### config.mk
export PLATFORM = sky130hd
export DESIGN_NAME = lake_config_loader
export DESIGN_NICKNAME = d
export VERILOG_FILES = /design/src/rtl/lake_cfg_pkg.sv /design/src/rtl/lake_cfg_readback.sv /design/src/rtl/lake_config_loader.sv
export SDC_FILE = /design/constraint.sdc
export NUM_CORES = 2
export LEC_CHECK = 0
export ABC_CLOCK_PERIOD_IN_PS = 2500
export BUFFER_PORTS_ARGS = -buffer_cell sky130_fd_sc_hd__buf_4
export CELL_PAD_IN_SITES_DETAIL_PLACEMENT = 0
export CELL_PAD_IN_SITES_GLOBAL_PLACEMENT = 1
export CORE_ASPECT_RATIO = 2
export CORE_MARGIN = 8
export CORE_UTILIZATION = 47
export DETAILED_ROUTE_END_ITERATION = 7
export HOLD_SLACK_MARGIN = 0.1
export PLACE_DENSITY_LB_ADDON = 0.1
export SYNTH_ARGS = -nofsm -noshare
export SYNTH_HDL_FRONTEND = slang
export SYNTH_SLANG_ARGS = --single-unit
### constraint.sdc
create_clock -name clk -period 2.5 [get_ports clk]
set_clock_uncertainty 0.15 [all_clocks]
set_input_delay 0.125 -clock clk [delete_from_list [all_inputs] [get_ports clk]]
set_output_delay 0.125 -clock clk [all_outputs]
set_load 0.01 [all_outputs]
### src/rtl/lake_cfg_pkg.sv
// Shared constants, address-map offsets and commit-state encoding for the
// lakespec configuration loader.
package lake_cfg_pkg;

    localparam int CFG_CTRL_OFS         = 0;
    localparam int CFG_STATUS_OFS       = 1;
    localparam int CFG_STAT_PENDING_BIT = 0;
    localparam int CFG_STAT_LOADED_BIT  = 1;

    typedef enum logic {
        CFG_IDLE    = 1'b0,
        CFG_PENDING = 1'b1
    } cfg_state_e;

    function automatic int cfg_num_words(input int size, input int width);
        return (size + width - 1) / width;
    endfunction

endpackage

### src/rtl/lake_cfg_readback.sv
// Registered read mux over the staging words and the STATUS register.
// One cycle of latency; read data holds until the next read.
module lake_cfg_readback
    import lake_cfg_pkg::*;
#(
    parameter int NUM_WORDS      = 16,
    parameter int CFG_DATA_WIDTH = 32,
    parameter int CFG_ADDR_WIDTH = 32
) (
    input  logic                                clk,
    input  logic                                rst_n,
    input  logic                                rd_en,
    input  logic [CFG_ADDR_WIDTH-1:0]           rd_addr,
    input  logic [NUM_WORDS*CFG_DATA_WIDTH-1:0] staging,
    input  logic                                pending,
    input  logic                                loaded,
    output logic [CFG_DATA_WIDTH-1:0]           rd_data,
    output logic                                rd_valid
);

    localparam int IDX_W = (NUM_WORDS > 1) ? $clog2(NUM_WORDS) : 1;
    localparam logic [CFG_ADDR_WIDTH-1:0] STATUS_ADDR =
        CFG_ADDR_WIDTH'(NUM_WORDS + CFG_STATUS_OFS);

    logic [CFG_DATA_WIDTH-1:0] rd_data_q, rd_data_d;
    logic                      rd_valid_q, rd_valid_d;

    // CTRL and unmapped addresses fall through to zero.
    always_comb begin
        rd_data_d  = rd_data_q;
        rd_valid_d = rd_en;
        if (rd_en) begin
            rd_data_d = '0;
            if (rd_addr < CFG_ADDR_WIDTH'(NUM_WORDS)) begin
                rd_data_d = staging[int'(rd_addr[IDX_W-1:0])*CFG_DATA_WIDTH +: CFG_DATA_WIDTH];
            end else if (rd_addr == STATUS_ADDR) begin
                rd_data_d[CFG_STAT_PENDING_BIT] = pending;
                rd_data_d[CFG_STAT_LOADED_BIT]  = loaded;
            end
        end
    end

    always_ff @(posedge clk or negedge rst_n) begin
        if (!rst_n) begin
            rd_data_q  <= '0;
            rd_valid_q <= 1'b0;
        end else begin
            rd_data_q  <= rd_data_d;
            rd_valid_q <= rd_valid_d;
        end
    end

    assign rd_data  = rd_data_q;
    assign rd_valid = rd_valid_q;

endmodule

### src/rtl/lake_config_loader.sv
// Config-bus front end for lakespec: word writes assemble a staging vector,
// CTRL commits copy it into the active register (after the first, only on flush).
module lake_config_loader
    import lake_cfg_pkg::*;
#(
    parameter int CONFIG_MEMORY_SIZE = 512,
    parameter int CFG_DATA_WIDTH     = 32,
    parameter int CFG_ADDR_WIDTH     = 32
) (
    input  logic                          clk,
    input  logic                          rst_n,
    input  logic                          flush,
    input  logic [CFG_ADDR_WIDTH-1:0]     config_config_addr,
    input  logic [CFG_DATA_WIDTH-1:0]     config_config_data,
    input  logic                          config_write,
    input  logic                          config_read,
    output logic [CFG_DATA_WIDTH-1:0]     config_rd_data,
    output logic                          config_rd_valid,
    output logic [CONFIG_MEMORY_SIZE-1:0] config_memory,
    output logic                          config_loaded,
    output logic                          commit_pending
);

    localparam int NUM_WORDS = cfg_num_words(CONFIG_MEMORY_SIZE, CFG_DATA_WIDTH);
    localparam int PAD_W     = NUM_WORDS * CFG_DATA_WIDTH;
    localparam int IDX_W     = (NUM_WORDS > 1) ? $clog2(NUM_WORDS) : 1;
    // Bits of the padded last word beyond CONFIG_MEMORY_SIZE are never stored.
    localparam logic [PAD_W-1:0] VALID_MASK = {PAD_W{1'b1}} >> (PAD_W - CONFIG_MEMORY_SIZE);
    localparam logic [CFG_ADDR_WIDTH-1:0] CTRL_ADDR =
        CFG_ADDR_WIDTH'(NUM_WORDS + CFG_CTRL_OFS);

    logic [PAD_W-1:0]              staging_q, staging_d;
    logic [CONFIG_MEMORY_SIZE-1:0] active_q, active_d;
    logic                          loaded_q, loaded_d;
    cfg_state_e                    state_q, state_d;

    logic             stage_hit;
    logic             commit_req;
    logic [IDX_W-1:0] wr_idx;

    assign stage_hit  = config_config_addr < CFG_ADDR_WIDTH'(NUM_WORDS);
    assign commit_req = config_write && (config_config_addr == CTRL_ADDR) && config_config_data[0];
    assign wr_idx     = config_config_addr[IDX_W-1:0];

    always_comb begin
        staging_d = staging_q;
        active_d  = active_q;
        loaded_d  = loaded_q;
        state_d   = state_q;
        if (config_write && stage_hit) begin
            staging_d[int'(wr_idx)*CFG_DATA_WIDTH +: CFG_DATA_WIDTH] = config_config_data;
            staging_d = staging_d & VALID_MASK;
        end
        // Transfer uses staging_q, so a same-edge word write stays in staging only.
        case (state_q)
            CFG_IDLE: if (commit_req) state_d = CFG_PENDING;
            CFG_PENDING: begin
                if (flush || !loaded_q) begin
                    active_d = staging_q[CONFIG_MEMORY_SIZE-1:0];
                    loaded_d = 1'b1;
                    state_d  = CFG_IDLE;
                end
            end
            default: state_d = CFG_IDLE;
        endcase
    end

    always_ff @(posedge clk or negedge rst_n) begin
        if (!rst_n) begin
            staging_q <= '0;
            active_q  <= '0;
            loaded_q  <= 1'b0;
            state_q   <= CFG_IDLE;
        end else begin
            staging_q <= staging_d;
            active_q  <= active_d;
            loaded_q  <= loaded_d;
            state_q   <= state_d;
        end
    end

    assign config_memory  = active_q;
    assign config_loaded  = loaded_q;
    assign commit_pending = (state_q == CFG_PENDING);

    lake_cfg_readback #(
        .NUM_WORDS      (NUM_WORDS),
        .CFG_DATA_WIDTH (CFG_DATA_WIDTH),
        .CFG_ADDR_WIDTH (CFG_ADDR_WIDTH)
    ) u_readback (
        .clk      (clk),
        .rst_n    (rst_n),
        .rd_en    (config_read),
        .rd_addr  (config_config_addr),
        .staging  (staging_q),
        .pending  (commit_pending),
        .loaded   (loaded_q),
        .rd_data  (config_rd_data),
        .rd_valid (config_rd_valid)
    );

endmodule

==> flow_metrics.env <==
export IMPL_status="completed"
export IMPL_synth_enable_flop_cells=0
export IMPL_fin_crit_sh=0.9796
export IMPL_dp_final_hpwl_um=115500
export IMPL_initial_utilization=0.4730
export IMPL_setup_total_negative_slack_ns=0
export IMPL_grt_antenna_before_repair=3
export IMPL_final_worst_slack_ns=0.05112
export IMPL_synthDominantAreaCellType="sky130_fd_sc_hd__dfrtp_1"
export IMPL_fp_dieArea_um2=110100
export IMPL_slowest_stage="sky130_fd_sc_hd__dlygate4sd3_1"
export IMPL_gp_routability_congestion=0.8651
export IMPL_final_hold_viol_count=0
export IMPL_detailedRoute_firstIterationViolations=2177
export IMPL_critical_path_startpoint="config_config_addr[20]"
export IMPL_synth_fp_nets=3738
export IMPL_critPathMaxFanout=28
export IMPL_clock_sink_count=1059
export IMPL_route_detailed_wl_per_inst_um=27.99
export IMPL_worst_min_path_start="config_config_addr[9]"
export IMPL_cts_tree="built"
export IMPL_finalSetupViolations=0
export IMPL_syn_mean_instance_area_um2=12.71
export IMPL_critical_path_class="in -> reg"
export IMPL_ys_flop_type="sky130_fd_sc_hd__dfrtp_1"
export IMPL_route_final_wire_length_um=162100
export IMPL_cts_htree_levels=3
export IMPL_synth_seq_area_share=0.5688
export IMPL_max_freq_mhz=408.4
export IMPL_post_route_cells_drive_above_1_share=0.3977
export IMPL_clk_path_buf_depth=3
export IMPL_power_frac_clock=0.440
export IMPL_gr_total_overflow=0
export IMPL_worst_hold_path_type="in -> reg"
export IMPL_switching_power_mw=8.314
export IMPL_maxCapViolCount=0
export IMPL_placeableCoreArea_um2=98510
export IMPL_io_pin_count=616
export IMPL_width_of_the_die_um=238.6
export IMPL_numCtsBuffers=94
export IMPL_synth_top_area_cells="sky130_fd_sc_hd__dfrtp_1 57%, sky130_fd_sc_hd__mux2_2 14%, sky130_fd_sc_hd__mux2i_1 6.3%, sky130_fd_sc_hd__mux4_2 6.2%, sky130_fd_sc_hd__nand2_1 3.5%"
export IMPL_worst_path_most_repeated_cell="sky130_fd_sc_hd__buf_4"
export IMPL_synth_async_reset_ratio=1.000
export IMPL_r2r_start="config_loaded"
export IMPL_rows=163
export IMPL_critical_path_cell_chain="dlygate4sd3_1 -> buf_4 -> nor4_1 -> nand4_2 -> buf_4 -> nor4_4 -> buf_12 -> mux2_2"
export IMPL_worst_skew_pair_late_latency_ns=0.70
export IMPL_worst_setup_hold_path_clk_slew_ns=0.07
export IMPL_worst_endpoint_required_ns=2.91
export IMPL_die_height_um=461.3
export IMPL_grt_start_max_net_pins=99
export IMPL_vias_per_cell=5.584
export IMPL_ir_worst_vdd_v=0.0005718
export IMPL_share_seq_of_total_power=0.497
export IMPL_timing_critical_path_arrival_ns=2.86
export IMPL_finish_net_count=4467
export IMPL_leakage_nw=28.46
export IMPL_power_switching_share=0.2411
export IMPL_share_of_power_burned_in_combinational_logic=0.064
export IMPL_combined_area_of_the_multi_input_logic_cells_um2=17950
export IMPL_netlist_area_leader_share=0.5688
export IMPL_vias=32350
export IMPL_mappedNetlistArea_um2=46590
export IMPL_slew_headroom=0.3247
export IMPL_period_minus_slack_ns=2.449
export IMPL_first_pass_grt_wire_length_um=237600
export IMPL_vias_in_the_first_global_route=33950
export IMPL_grt_setup_unrepaired="false"
export IMPL_power_per_cell_area_nw_per_um2=589.0
export IMPL_synth_cell_types=43
export IMPL_dr_pass1_iters=5
export IMPL_postRouteAntennaNets=0
export IMPL_num_fill_cells=8179
export IMPL_most_common_cell_after_layout_fill_and_taps_aside="sky130_fd_sc_hd__dfrtp_1"
export IMPL_worstSetupStartpointType="input port"
export IMPL_postSynthRegisterBits=1059
export IMPL_max_stage_delay_ns=0.53
export IMPL_post_route_drc_count=0
export IMPL_area_delta_synth_final_pct=25.69
export IMPL_regArea_um2=26500
export IMPL_max_slew_worst_pin_slew_ns=1.002
export IMPL_worstSetupEndpointType="flip-flop"
export IMPL_port_buffers=615
export IMPL_preCtsSetupSlack_ns=-0.3447
export IMPL_cts_root_buffer="sky130_fd_sc_hd__clkbuf_16"
export IMPL_cell_internal_pwr_mw=26.18
export IMPL_maxSlewViolCount=0
export IMPL_most_used_cells_in_the_layout_excluding_fill_and_tap_cells="1059 x sky130_fd_sc_hd__dfrtp_1, 774 x sky130_fd_sc_hd__buf_4, 577 x sky130_fd_sc_hd__mux2_2"
export IMPL_yosys_warns=0
export IMPL_gate_count_after_technology_mapping=3665
export IMPL_groute_usage_overall=0.2926
## flip-flops by register name, indices dropped and copies added, names as in the netlist
name and count:
config_memory 512, staging_q 512, u_readback.rd_data 32, commit_pending 1, config_loaded 1, u_readback.rd_valid 1
## critical path, delay by kind of cell
kind | cells | cell delay (ns)
buf+inv | 4 | 1.28
simple gates | 3 | 1.08
mux | 1 | 0.37
## per-layer routing
layer / GRT usage / vias to the layer above / wire, um
li1: - / 14070 / -
met2: 0.4920 / 1185 / 79490
met5: 0 / - / 12
met3: 0.05955 / 258 / 10950
met1: 0.3670 / 16830 / 64630
met4: 0.1188 / 2 / 7010
## worst paths after layout
check | slack [ns] | endpoint | cells after the start
worst max-delay path | 0.05 | staging_q[219] | 8
worst min-delay path | 0.19 | u_readback.rd_data[1] | 6
worst max register to register | 0.32 | config_memory[453] | 5
worst min register to register | 0.33 | config_memory[15] | 2
max in group asynchronous | 1.02 | staging_q[454] | 5
min in group asynchronous | 0.52 | staging_q[40] | 4
## cells in the mapped netlist, types with 2 or more instances
master / n
sky130_fd_sc_hd__or4_1: 2
sky130_fd_sc_hd__and4_1: 2
sky130_fd_sc_hd__ha_1: 4
sky130_fd_sc_hd__dfrtp_1: 1059
sky130_fd_sc_hd__nor4_1: 7
sky130_fd_sc_hd__nand3_1: 9
sky130_fd_sc_hd__mux2_1: 9
sky130_fd_sc_hd__nand2b_1: 3
sky130_fd_sc_hd__a21o_1: 2
sky130_fd_sc_hd__o32ai_1: 32
sky130_fd_sc_hd__and3_1: 224
sky130_fd_sc_hd__nor2_1: 7
sky130_fd_sc_hd__buf_6: 7
sky130_fd_sc_hd__buf_1: 8
sky130_fd_sc_hd__nor3_1: 13
sky130_fd_sc_hd__or3b_2: 2
sky130_fd_sc_hd__o21ai_0: 134
sky130_fd_sc_hd__nor4_2: 9
sky130_fd_sc_hd__nand3b_1: 2
sky130_fd_sc_hd__nand2_1: 432
sky130_fd_sc_hd__nor4bb_1: 2
sky130_fd_sc_hd__buf_4: 8
sky130_fd_sc_hd__buf_2: 55
sky130_fd_sc_hd__clkbuf_1: 206
sky130_fd_sc_hd__o22ai_1: 62
sky130_fd_sc_hd__mux4_2: 128
sky130_fd_sc_hd__inv_1: 331
sky130_fd_sc_hd__nor2b_1: 3
sky130_fd_sc_hd__mux2_2: 591
sky130_fd_sc_hd__nor4_4: 4
sky130_fd_sc_hd__mux2i_1: 292
sky130_fd_sc_hd__nand4_1: 5
## logic make-up (layout without fill, tap and decap cells)
group | Yosys count | after routing | synth area share
flops | 1059 | 1059 | 0.5688
mux | 1020 | 1020 | 0.2696
simple gates | 730 | 730 | 0.07710
buf+inv | 616 | 1419 | 0.05288
compound gates | 234 | 234 | 0.03011
fa+ha+maj | 4 | 4 | 0.001074
other cells | 0 | 4 | 0
xor+xnor | 2 | 2 | 0.0003761
## repair_timing
action	CTS	global route
endpoints found under the setup margin	0	45
hold buffers	61	0
gates resized for setup	0	2
setup buffers	0	3
hold endpoints to repair	1809	0
## cell type report
class | instances | share of cell area
timing repair buffer | 917 | 0.1375
sequential | 1059 | 0.4526
multi-input combinational | 1990 | 0.3065
clock buffer | 132 | 0.04692
tap | 1320 | 0.02820
antenna | 4 | 0.0001709
inverter | 332 | 0.02137
clock inverter | 38 | 0.006837
## stage by stage
stage | hold WS (ns) | util | power [mW] | instance area [um2] | instances
floorplan | -0.3206 | - | 18.28 | 47010 | 3665
global placement | -0.08921 | 0.5556 | 19.59 | 54730 | 5553
detailed placement | -0.09111 | 0.5556 | 19.60 | 54730 | 5553
CTS | 0.1190 | 0.5939 | 34.83 | 58500 | 5784
global route | 0.1703 | 0.5944 | 35.52 | 58550 | 5790
finish | 0.1909 | 0.5945 | 34.49 | 58560 | 5792
## power groups by stage
stage / sequential, mW / combinational (mW) / clock (mW)
after floorplan: 17.5 / 0.816 / 0
after global placement: 17.5 / 2.13 / 0
after detailed placement: 17.5 / 2.14 / 0
after CTS: 17.1 / 2.23 / 15.5
after global routing: 17.1 / 2.34 / 16.1
final: 17.1 / 2.20 / 15.2
No activity file was read; power rests on OpenSTA's default activity.
